===== config.mk =====
export PLATFORM = sky130hd
export DESIGN_NAME = lvds_timing_gen
export DESIGN_NICKNAME = d
export VERILOG_FILES = /design/src/rtl/lvds_video_pkg.sv /design/src/rtl/timing_axis.sv /design/src/rtl/lvds_timing_gen.sv
export SDC_FILE = /design/constraint.sdc
export NUM_CORES = 1
export LEC_CHECK = 0
export CAP_MARGIN = 20
export CELL_PAD_IN_SITES_DETAIL_PLACEMENT = 1
export CELL_PAD_IN_SITES_GLOBAL_PLACEMENT = 1
export CORE_ASPECT_RATIO = 0.6
export CORE_MARGIN = 2
export CORE_UTILIZATION = 41
export CTS_CLUSTER_SIZE = 20
export DETAILED_ROUTE_END_ITERATION = 7
export GPL_ROUTABILITY_DRIVEN = 0
export GPL_TIMING_DRIVEN = 0
export MAX_ROUTING_LAYER = met4
export PLACE_DENSITY_LB_ADDON = 0.12
export SETUP_SLACK_MARGIN = 0.3
export SLEW_MARGIN = 10
export SYNTH_ARGS = -nofsm -noshare
export SYNTH_HDL_FRONTEND = slang
export SYNTH_SLANG_ARGS = --single-unit

===== constraint.sdc =====
create_clock -name clk -period 4.6 [get_ports clk]
set_clock_uncertainty 0.2 [all_clocks]
set_input_delay 0.69 -clock clk [delete_from_list [all_inputs] [get_ports clk]]
set_output_delay 0.69 -clock clk [all_outputs]
set_load 0.02 [all_outputs]

===== src/rtl/lvds_video_pkg.sv =====
// Shared timing defaults, counter width and FSM encoding for the LVDS video timing generator.
package lvds_video_pkg;

  localparam int unsigned CNT_W   = 12;
  localparam int unsigned MAX_TOT = 4096;

  localparam int unsigned H_ACTIVE_DEF = 1024;
  localparam int unsigned H_FP_DEF     = 160;
  localparam int unsigned H_SYNC_DEF   = 20;
  localparam int unsigned H_BP_DEF     = 140;

  localparam int unsigned V_ACTIVE_DEF = 600;
  localparam int unsigned V_FP_DEF     = 12;
  localparam int unsigned V_SYNC_DEF   = 3;
  localparam int unsigned V_BP_DEF     = 20;

  typedef enum logic [0:0] {
    ST_IDLE = 1'b0,
    ST_RUN  = 1'b1
  } state_t;

endpackage


===== src/rtl/timing_axis.sv =====
// One timing axis: wrapping counter plus look-ahead active and sync-window flags
// for the value the counter will hold after the next edge.
module timing_axis
  import lvds_video_pkg::*;
#(
  parameter int unsigned TOTAL      = 1344,
  parameter int unsigned ACTIVE     = 1024,
  parameter int unsigned SYNC_START = 1184,
  parameter int unsigned SYNC_END   = 1204
) (
  input  logic             clk,
  input  logic             rst_n,
  input  logic             clr,
  input  logic             inc,
  output logic [CNT_W-1:0] cnt,
  output logic [CNT_W-1:0] cnt_nxt_c,
  output logic             active_nxt_c,
  output logic             sync_nxt_c,
  output logic             last_c
);

  assign last_c = (32'(cnt) == TOTAL - 1);

  // Next count: clear wins, otherwise advance with wrap at TOTAL-1.
  always_comb begin
    cnt_nxt_c = cnt;
    if (clr) begin
      cnt_nxt_c = '0;
    end else if (inc) begin
      cnt_nxt_c = last_c ? '0 : cnt + CNT_W'(1);
    end
  end

  assign active_nxt_c = (32'(cnt_nxt_c) < ACTIVE);
  assign sync_nxt_c   = (32'(cnt_nxt_c) >= SYNC_START) && (32'(cnt_nxt_c) < SYNC_END);

  always_ff @(posedge clk) begin
    if (!rst_n) begin
      cnt <= '0;
    end else begin
      cnt <= cnt_nxt_c;
    end
  end

endmodule


===== src/rtl/lvds_timing_gen.sv =====
// LVDS panel timing generator: h/v counters, de, syncs and start pulses,
// all registered so every output in a cycle describes the same pixel.
module lvds_timing_gen
  import lvds_video_pkg::*;
#(
  parameter int unsigned H_ACTIVE = H_ACTIVE_DEF,
  parameter int unsigned H_FP     = H_FP_DEF,
  parameter int unsigned H_SYNC   = H_SYNC_DEF,
  parameter int unsigned H_BP     = H_BP_DEF,
  parameter int unsigned V_ACTIVE = V_ACTIVE_DEF,
  parameter int unsigned V_FP     = V_FP_DEF,
  parameter int unsigned V_SYNC   = V_SYNC_DEF,
  parameter int unsigned V_BP     = V_BP_DEF,
  parameter bit          HS_POL   = 1'b0,
  parameter bit          VS_POL   = 1'b0
) (
  input  logic             clk,
  input  logic             rst_n,
  input  logic             en,
  output logic [CNT_W-1:0] x,
  output logic [CNT_W-1:0] y,
  output logic             de,
  output logic             hsync,
  output logic             vsync,
  output logic             line_start,
  output logic             frame_start
);

  localparam int unsigned H_TOTAL = H_ACTIVE + H_FP + H_SYNC + H_BP;
  localparam int unsigned V_TOTAL = V_ACTIVE + V_FP + V_SYNC + V_BP;

  if (H_TOTAL > MAX_TOT) begin : g_bad_h_total
    $error("lvds_timing_gen: H_TOTAL exceeds 4096");
  end
  if (V_TOTAL > MAX_TOT) begin : g_bad_v_total
    $error("lvds_timing_gen: V_TOTAL exceeds 4096");
  end

  state_t state_q;
  state_t state_nxt;

  logic             keep_c;
  logic             h_last_c;
  logic             v_last_c;
  logic             h_act_c;
  logic             v_act_c;
  logic             h_sync_c;
  logic             v_sync_c;
  logic [CNT_W-1:0] h_nxt_c;
  logic [CNT_W-1:0] v_nxt_c;
  logic [CNT_W-1:0] h_cnt;
  logic [CNT_W-1:0] v_cnt;

  logic de_nxt;
  logic hsync_nxt;
  logic vsync_nxt;
  logic line_start_nxt;
  logic frame_start_nxt;

  // Counters only advance while running and staying in RUN; any other move parks them at 0.
  assign keep_c = (state_q == ST_RUN) && (state_nxt == ST_RUN);

  timing_axis #(
    .TOTAL      (H_TOTAL),
    .ACTIVE     (H_ACTIVE),
    .SYNC_START (H_ACTIVE + H_FP),
    .SYNC_END   (H_ACTIVE + H_FP + H_SYNC)
  ) u_h_axis (
    .clk          (clk),
    .rst_n        (rst_n),
    .clr          (!keep_c),
    .inc          (keep_c),
    .cnt          (h_cnt),
    .cnt_nxt_c    (h_nxt_c),
    .active_nxt_c (h_act_c),
    .sync_nxt_c   (h_sync_c),
    .last_c       (h_last_c)
  );

  timing_axis #(
    .TOTAL      (V_TOTAL),
    .ACTIVE     (V_ACTIVE),
    .SYNC_START (V_ACTIVE + V_FP),
    .SYNC_END   (V_ACTIVE + V_FP + V_SYNC)
  ) u_v_axis (
    .clk          (clk),
    .rst_n        (rst_n),
    .clr          (!keep_c),
    .inc          (keep_c && h_last_c),
    .cnt          (v_cnt),
    .cnt_nxt_c    (v_nxt_c),
    .active_nxt_c (v_act_c),
    .sync_nxt_c   (v_sync_c),
    .last_c       (v_last_c)
  );

  always_ff @(posedge clk) begin
    if (!rst_n) begin
      state_q <= ST_IDLE;
    end else begin
      state_q <= state_nxt;
    end
  end

  // en is only consulted at the last pixel, so dropping and re-raising it mid-frame is invisible.
  always_comb begin
    state_nxt = state_q;
    case (state_q)
      ST_IDLE: if (en) state_nxt = ST_RUN;
      ST_RUN:  if (h_last_c && v_last_c && !en) state_nxt = ST_IDLE;
      default: state_nxt = ST_IDLE;
    endcase
  end

  always_comb begin
    de_nxt          = 1'b0;
    hsync_nxt       = ~HS_POL;
    vsync_nxt       = ~VS_POL;
    line_start_nxt  = 1'b0;
    frame_start_nxt = 1'b0;
    if (state_nxt == ST_RUN) begin
      de_nxt          = h_act_c && v_act_c;
      hsync_nxt       = h_sync_c ? HS_POL : ~HS_POL;
      vsync_nxt       = v_sync_c ? VS_POL : ~VS_POL;
      line_start_nxt  = (h_nxt_c == '0);
      frame_start_nxt = (h_nxt_c == '0) && (v_nxt_c == '0);
    end
  end

  always_ff @(posedge clk) begin
    if (!rst_n) begin
      de          <= 1'b0;
      hsync       <= ~HS_POL;
      vsync       <= ~VS_POL;
      line_start  <= 1'b0;
      frame_start <= 1'b0;
    end else begin
      de          <= de_nxt;
      hsync       <= hsync_nxt;
      vsync       <= vsync_nxt;
      line_start  <= line_start_nxt;
      frame_start <= frame_start_nxt;
    end
  end

  assign x = h_cnt;
  assign y = v_cnt;

endmodule

* Yosys cells after proc, flatten, opt, wreduce, memory -nomap -nowiden *
Cells that the tools add are included.

word-level totals
  register bits = 30
  input port bits = 3
  output and inout bits = 29
  word-level logic and storage cells = 41

operators by class
  add/subtract/negate cells = 2
  $lt $le $gt $ge = 6
  eq/ne operators = 2
  mux-type cells = 10
  bitwise gates (word level) = 1
  reduce and logical (&&, ||, !) cells = 12

operators by type and width
  kind                                                                 number
  two-way mux 12 bit                                                   5
  adder 12 x 1 -> 12 bit, second input constant                        2
  zero test 12 bit                                                     2
  less-than comparator 12 x 10 -> 1 bit, second input constant         2
  less-than comparator 12 x 11 -> 1 bit, second input constant         2
  == test 12 x 10 -> 1 bit, second input constant                      1
  == test 12 x 11 -> 1 bit, second input constant                      1
  greater-or-equal comparator 12 x 10 -> 1 bit, second input constant  1
  greater-or-equal comparator 12 x 11 -> 1 bit, second input constant  1
  logical AND 1 bit                                                    8
  two-way mux 1 bit                                                    4
  case mux 1 bit (2 select lines)                                      1
  AND reduction 2 bit                                                  1
  zero test 1 bit                                                      1
  NOT 1 bit                                                            1

* Logic depth before layout (Yosys ltp) *
  depth in word-level cells = 12
  mapped depth = 10
  mapped depth without buffers = 8

* Cells and area by module *
A second synthesis with hierarchy kept.

unflattened totals
  cells, all modules = 249
  area, all modules = 2,019.4 µm²

modules (own cells, without submodules)
  module                  instances  cells each  area an instance (µm²)  sequential area each (µm²)
  timing_axis (u_v_axis)  1          119         932.1                   240.2
  timing_axis (u_h_axis)  1          103         822.0                   240.2
  lvds_timing_gen         1          27          265.3                   120.1

* Worst setup path before layout *
OpenSTA, ideal clock, no wires.

  path kind = reg2reg
  from = reg u_v_axis.cnt[0]
  to = reg vsync
  library setup time = 0.131 ns
  arrival time = 2.382 ns
  required time = 4.269 ns
  setup slack = 1.888 ns
  stages on the path, launching flop included = 11
  buffers on the path = 2
  clock period less this slack = 2.712 ns
  cell sequence = dfxtp_1 clkbuf_1 inv_1 ha_1 nor4b_1 and3_1 buf_2 or4b_1 a21oi_2 and4bb_1 nand4b_1

between the ends
  word-level cells in the longest chain between the ends = 12
  elaborated cells on any way between the ends = 16
  those cells by class = 1 x add/sub; 2 x order compare; 1 x eq/ne; 6 x mux; 6 x reduce/logical

RTL lines
  item                                                                                                   line                    source
  from (decl)                                                                                            timing_axis.sv:15       output logic [CNT_W-1:0] cnt,
  from (signal assigned)                                                                                 timing_axis.sv:41       cnt <= cnt_nxt_c;
  == test 12 x 10 -> 1 bit                                                                               timing_axis.sv:22       assign last_c = (32'(cnt) == TOTAL - 1);
  logical AND 1 bit (2 in a row)                                                                         lvds_timing_gen.sv:110  ST_RUN: if (h_last_c && v_last_c && !en) state_nxt = ST_IDLE;
  two-way mux 1 bit                                                                                      lvds_timing_gen.sv:110
  case mux 1 bit (2 select lines)                                                                        lvds_timing_gen.sv:108  case (state_q)
  logical AND 1 bit                                                                                      lvds_timing_gen.sv:61   assign keep_c = (state_q == ST_RUN) && (state_nxt == ST_RUN);
  logical AND 1 bit                                                                                      lvds_timing_gen.sv:89   .inc (keep_c && h_last_c),
  two-way mux 12 bit                                                                                     timing_axis.sv:29       end else if (inc) begin
  two-way mux 12 bit                                                                                     timing_axis.sv:27       if (clr) begin
  greater-or-equal comparator 12 x 10 -> 1 bit or less-than comparator 12 x 10 -> 1 bit (tied branches)  timing_axis.sv:35       assign sync_nxt_c = (32'(cnt_nxt_c) >= SYNC_START) && (32'(cnt_nxt_c) < SYNC_END);
  logical AND 1 bit                                                                                      timing_axis.sv:35
  two-way mux 1 bit                                                                                      lvds_timing_gen.sv:124  vsync_nxt = v_sync_c ? VS_POL : ~VS_POL;
  to (signal assigned)                                                                                   lvds_timing_gen.sv:134  vsync <= ~VS_POL;
  to (signal assigned)                                                                                   lvds_timing_gen.sv:140  vsync <= vsync_nxt;
  to (decl)                                                                                              lvds_timing_gen.sv:24   output logic vsync,

Parallel ways exist; a longest one is shown, timed or not.
A chain may end at the register's enable or synchronous reset.

* Worst setup path in the final report *
  from = reg u_v_axis.cnt[0]
  to = reg frame_start

between the ends
  word-level cells in the longest chain between the ends = 11
  elaborated cells on any way between the ends = 16
  those cells by class = 1 x add/sub; 1 x eq/ne; 6 x mux; 8 x reduce/logical

RTL lines
  item                             line                    source
  == test 12 x 10 -> 1 bit         timing_axis.sv:22
  logical AND 1 bit (2 in a row)   lvds_timing_gen.sv:110
  two-way mux 1 bit                lvds_timing_gen.sv:110
  case mux 1 bit (2 select lines)  lvds_timing_gen.sv:108
  logical AND 1 bit                lvds_timing_gen.sv:61
  logical AND 1 bit                lvds_timing_gen.sv:89
  two-way mux 12 bit               timing_axis.sv:29
  two-way mux 12 bit               timing_axis.sv:27
  zero test 12 bit                 lvds_timing_gen.sv:126  frame_start_nxt = (h_nxt_c == '0) && (v_nxt_c == '0);
  logical AND 1 bit                lvds_timing_gen.sv:126
  to (signal assigned)             lvds_timing_gen.sv:142  frame_start <= frame_start_nxt;
  to (decl)                        lvds_timing_gen.sv:26   output logic frame_start

Parallel ways exist; a longest one is shown, timed or not.

==> metrics.md <==
| Metric | Value |
|---|---|
| First-pass GRT wire length | approximately 9.5 mm |
| Area grow syn2layout | 30.29% |
| Post-route setup TNS | 0 ns |
| Met3 WL post-DR | about 430 um |
| Global Route Usage Sum | 0.2818 |
| R2r endpoint | frame_start |
| RSZ-0062 raised after global routing | no |
| Fill count | 482 |
| Status | finished clean |
| Non-filler cells, final | just under 300 |
| Slew @ Worst Pin | approximately 0.77 ns |
| Instance count of the mapped netlist | about 200 |
| TritonCTS clock tree | yes |
| Yosys warnings | 0 |
| Row cnt | 18 |
| Routed wl met2 | between 2 and 3 mm |
| Total Nets Final | around 250 |
| Ys flop type | dfxtp_1 |
| HPWL Detailed | ~4.3 mm |
| Crit path time final | about 3.2 ns |
| Hold depth | 1 |
| Synth unique cells | 48 |
| Crit path arrival time | approximately 3.2 ns |
| Via density per instance | approximately 6.1 |
| Fin crit share | 0.6853 |
| Final Hold Violating Endpoints | 0 |
| Required @ worst endpoint | ~4.6 ns |
| CTS Buffer Depth | 2 |
| Power Density | 282.8 mW/mm2 |
| Share of cells above drive strength 1 | 0.09426 |
| Post-synth EDFFs | 0 |
| R2r worst-path depth | 10 |
| Routed len/inst | ~20 um |
| Initial antenna violation count | 0 |
| Flops & latches, synth | 30 |
| Clock sinks | 30 |
| Crit start category | flip-flop |
| Worst-Skew Late Latency | between 0.2 and 0.3 ns |
| WL met1 | 2.900 mm |
| Crit Path Class | reg2reg |
| Worst Hold End | u_h_axis.cnt[0] |
| Syn avg cell area | 8.301 um2 |
| Leak | 0.7069 nW |
| Sequential area share after synthesis | 0.3529 |
| Post-CTS Resized | 0 |
| Hold crit path type | reg2reg |
| Hold Buf Count CTS | 0 |
| Total congestion overflow | 0 |
| Crit-path max FO | 10 |
| Footprint of the multi-input gates | roughly 0.0010 mm2 |
| CP Capture Type | flip-flop |
| Setup Viol. Count Final | 0 |
| Core area | 0.004054 mm2 |
| Post-CTS setup buffers | 0 |
| Htree depth | 2 |
| Clock slew at the register clock pins of the worst setup and hold paths | 0.07 ns |
| Pre-antenna DRT Iters | 4 |
| Ys async rst share | 0 |
| Die span in y | approximately 54 um |
| Inst Count DP | around 290 |
| Post-route cell area | 0.002217 mm2 |
| CTS Buf Count | 5 |
| Slew HR | 0.4797 |
| Fmax | 317.2 MHz |
| Pwr Total | 0.6270 mW |
| DRC viols | 0 |
| Synthesized Nets | about 210 |
| Largest net degree at the start of global routing | 11 |
| Worst hold start | u_h_axis.cnt[0] |
| IO buf count | 31 |
| DRT antenna net count | 0 |
| Routed vias | 1,786 |
| Ant diodes | 0 |
| Highest metal used | met4 |
| Max-cap viol count | 0 |
| Post-Syn Area | about 0.0017 mm2 |
| CTS Root Cell | clkbuf_8 |
| Setup slack on the worst flop-to-flop path | roughly 1.4 ns |
| I/O pin total | 32 |
| Max VDD drop | around 0.16 mV |
| Vias in the first global route | 1,758 |
| Initial Util | 0.4198 |
| Iter 0 DRT Violations | roughly 130 |
| Sequential Area | 600.6 um2 |
| Final Slew Violations | 0 |
| Reg2reg start | u_v_axis.cnt[0] |
| Die Span X | between 80 and 90 um |
| Drt total wl | slightly below 6 mm |
| Post-DP Area | approximately 0.0021 mm2 |
| Die area | roughly 0.0047 mm2 |
[state kept, by name (all words and copies together) (netlist names)]
name          cells
de                1
frame_start       1
hsync             1
line_start        1
state_q           1
u_h_axis.cnt     12
u_v_axis.cnt     12
vsync             1
[through the flow]
step / worst slack, ns / hold slack (ns) / util
final: 1.448 / 0.2908 / 0.5469
after global routing: 1.224 / 0.3493 / 0.5469
after CTS: 1.464 / 0.3000 / 0.5469
after detailed placement: 1.482 / 0.2816 / 0.5117
after global placement: 1.584 / 0.2621 / 0.5117
after floorplan: 1.888 / 0.3331 / -
[final cells by class]
type / count / area share
clock inverters: 2 / 0.02709
clock buffers: 6 / 0.03725
inverters: 7 / 0.01185
well taps: 50 / 0.02822
multi-input cells: 162 / 0.4695
plain buffers: 6 / 0.01524
repair buffers: 31 / 0.1400
flip-flops and latches: 30 / 0.2709
[synthesized netlist by cell type (all sizes together), types with 2 or more instances]
library cell,number,share of area
a211oi,3,0.013
a21oi,6,0.020
a31oi,4,0.015
and3,4,0.015
and4,6,0.031
and4bb,2,0.015
buf,4,0.015
clkbuf,2,0.0044
dfxtp,30,0.35
ha,3,0.022
inv,7,0.015
nand2,17,0.042
nand3,10,0.032
nand4,7,0.026
nor2,33,0.073
nor3,6,0.018
nor4,9,0.040
o211ai,2,0.0088
o21ai,10,0.032
o2bb2ai,3,0.015
o31a,2,0.010
or2,2,0.0074
or3,5,0.018
or4,2,0.011
xnor2,11,0.057
[cell families (layout without fill, tap and decap cells)]
family,count (synthesis),in the layout,synth area share
buffers and inverters,13,52,0.03530
AO/OA/AOI/OAI,36,36,0.1610
adder cells (fa/ha/maj),3,3,0.02206
flip-flops,30,30,0.3529
multiplexers,1,1,0.005883
AND/OR/NAND/NOR,111,111,0.3662
XOR/XNOR,11,11,0.05662
[where the power goes]
group / switching, mW / internal [mW]
Sequential: 0.00150 / 0.263
Clock: 0.105 / 0.231
Combinational: 0.0169 / 0.00986
Total: 0.123 / 0.504
[routing by layer]
layer,GRT usage,vias to the layer above
met5,-,-
met4,0.07692,0
met3,0.07362,11
met2,0.3893,77
met1,0.4035,871
li1,-,827
[layout by cell type, fill, tap and decap left out, drive strengths merged, types with 7 or more instances in the layout]
cell type	netlist	routed
nand4	7	7
xnor2	11	11
clkdlybuf4s50	0	31
nor4	9	9
nand3	10	10
dfxtp	30	30
clkbuf	2	8
nor2	33	33
o21ai	10	10
nand2	17	17
inv	7	7
[how the worst max path moves through the flow]
stage / from / end / cells past startpoint
after floorplan: u_v_axis.cnt[0] / vsync / 10
after global placement: u_v_axis.cnt[0] / frame_start / 10
after detailed placement: u_v_axis.cnt[0] / frame_start / 10
after CTS: u_v_axis.cnt[0] / frame_start / 10
after global routing: u_v_axis.cnt[0] / frame_start / 10
final: u_v_axis.cnt[0] / frame_start / 10
[critical path: stages, from the launching register on]
cell and delay [ns]:
dfxtp_1 0.35, clkbuf_1 0.37, inv_1 0.09, ha_1 0.20, nor4b_1 0.16, and3_1 0.21
buf_2 0.20, a21oi_1 0.45, o221ai_2 0.18, nor4_1 0.43, and4bb_1 0.25
Power figures use the tool's default switching activity.
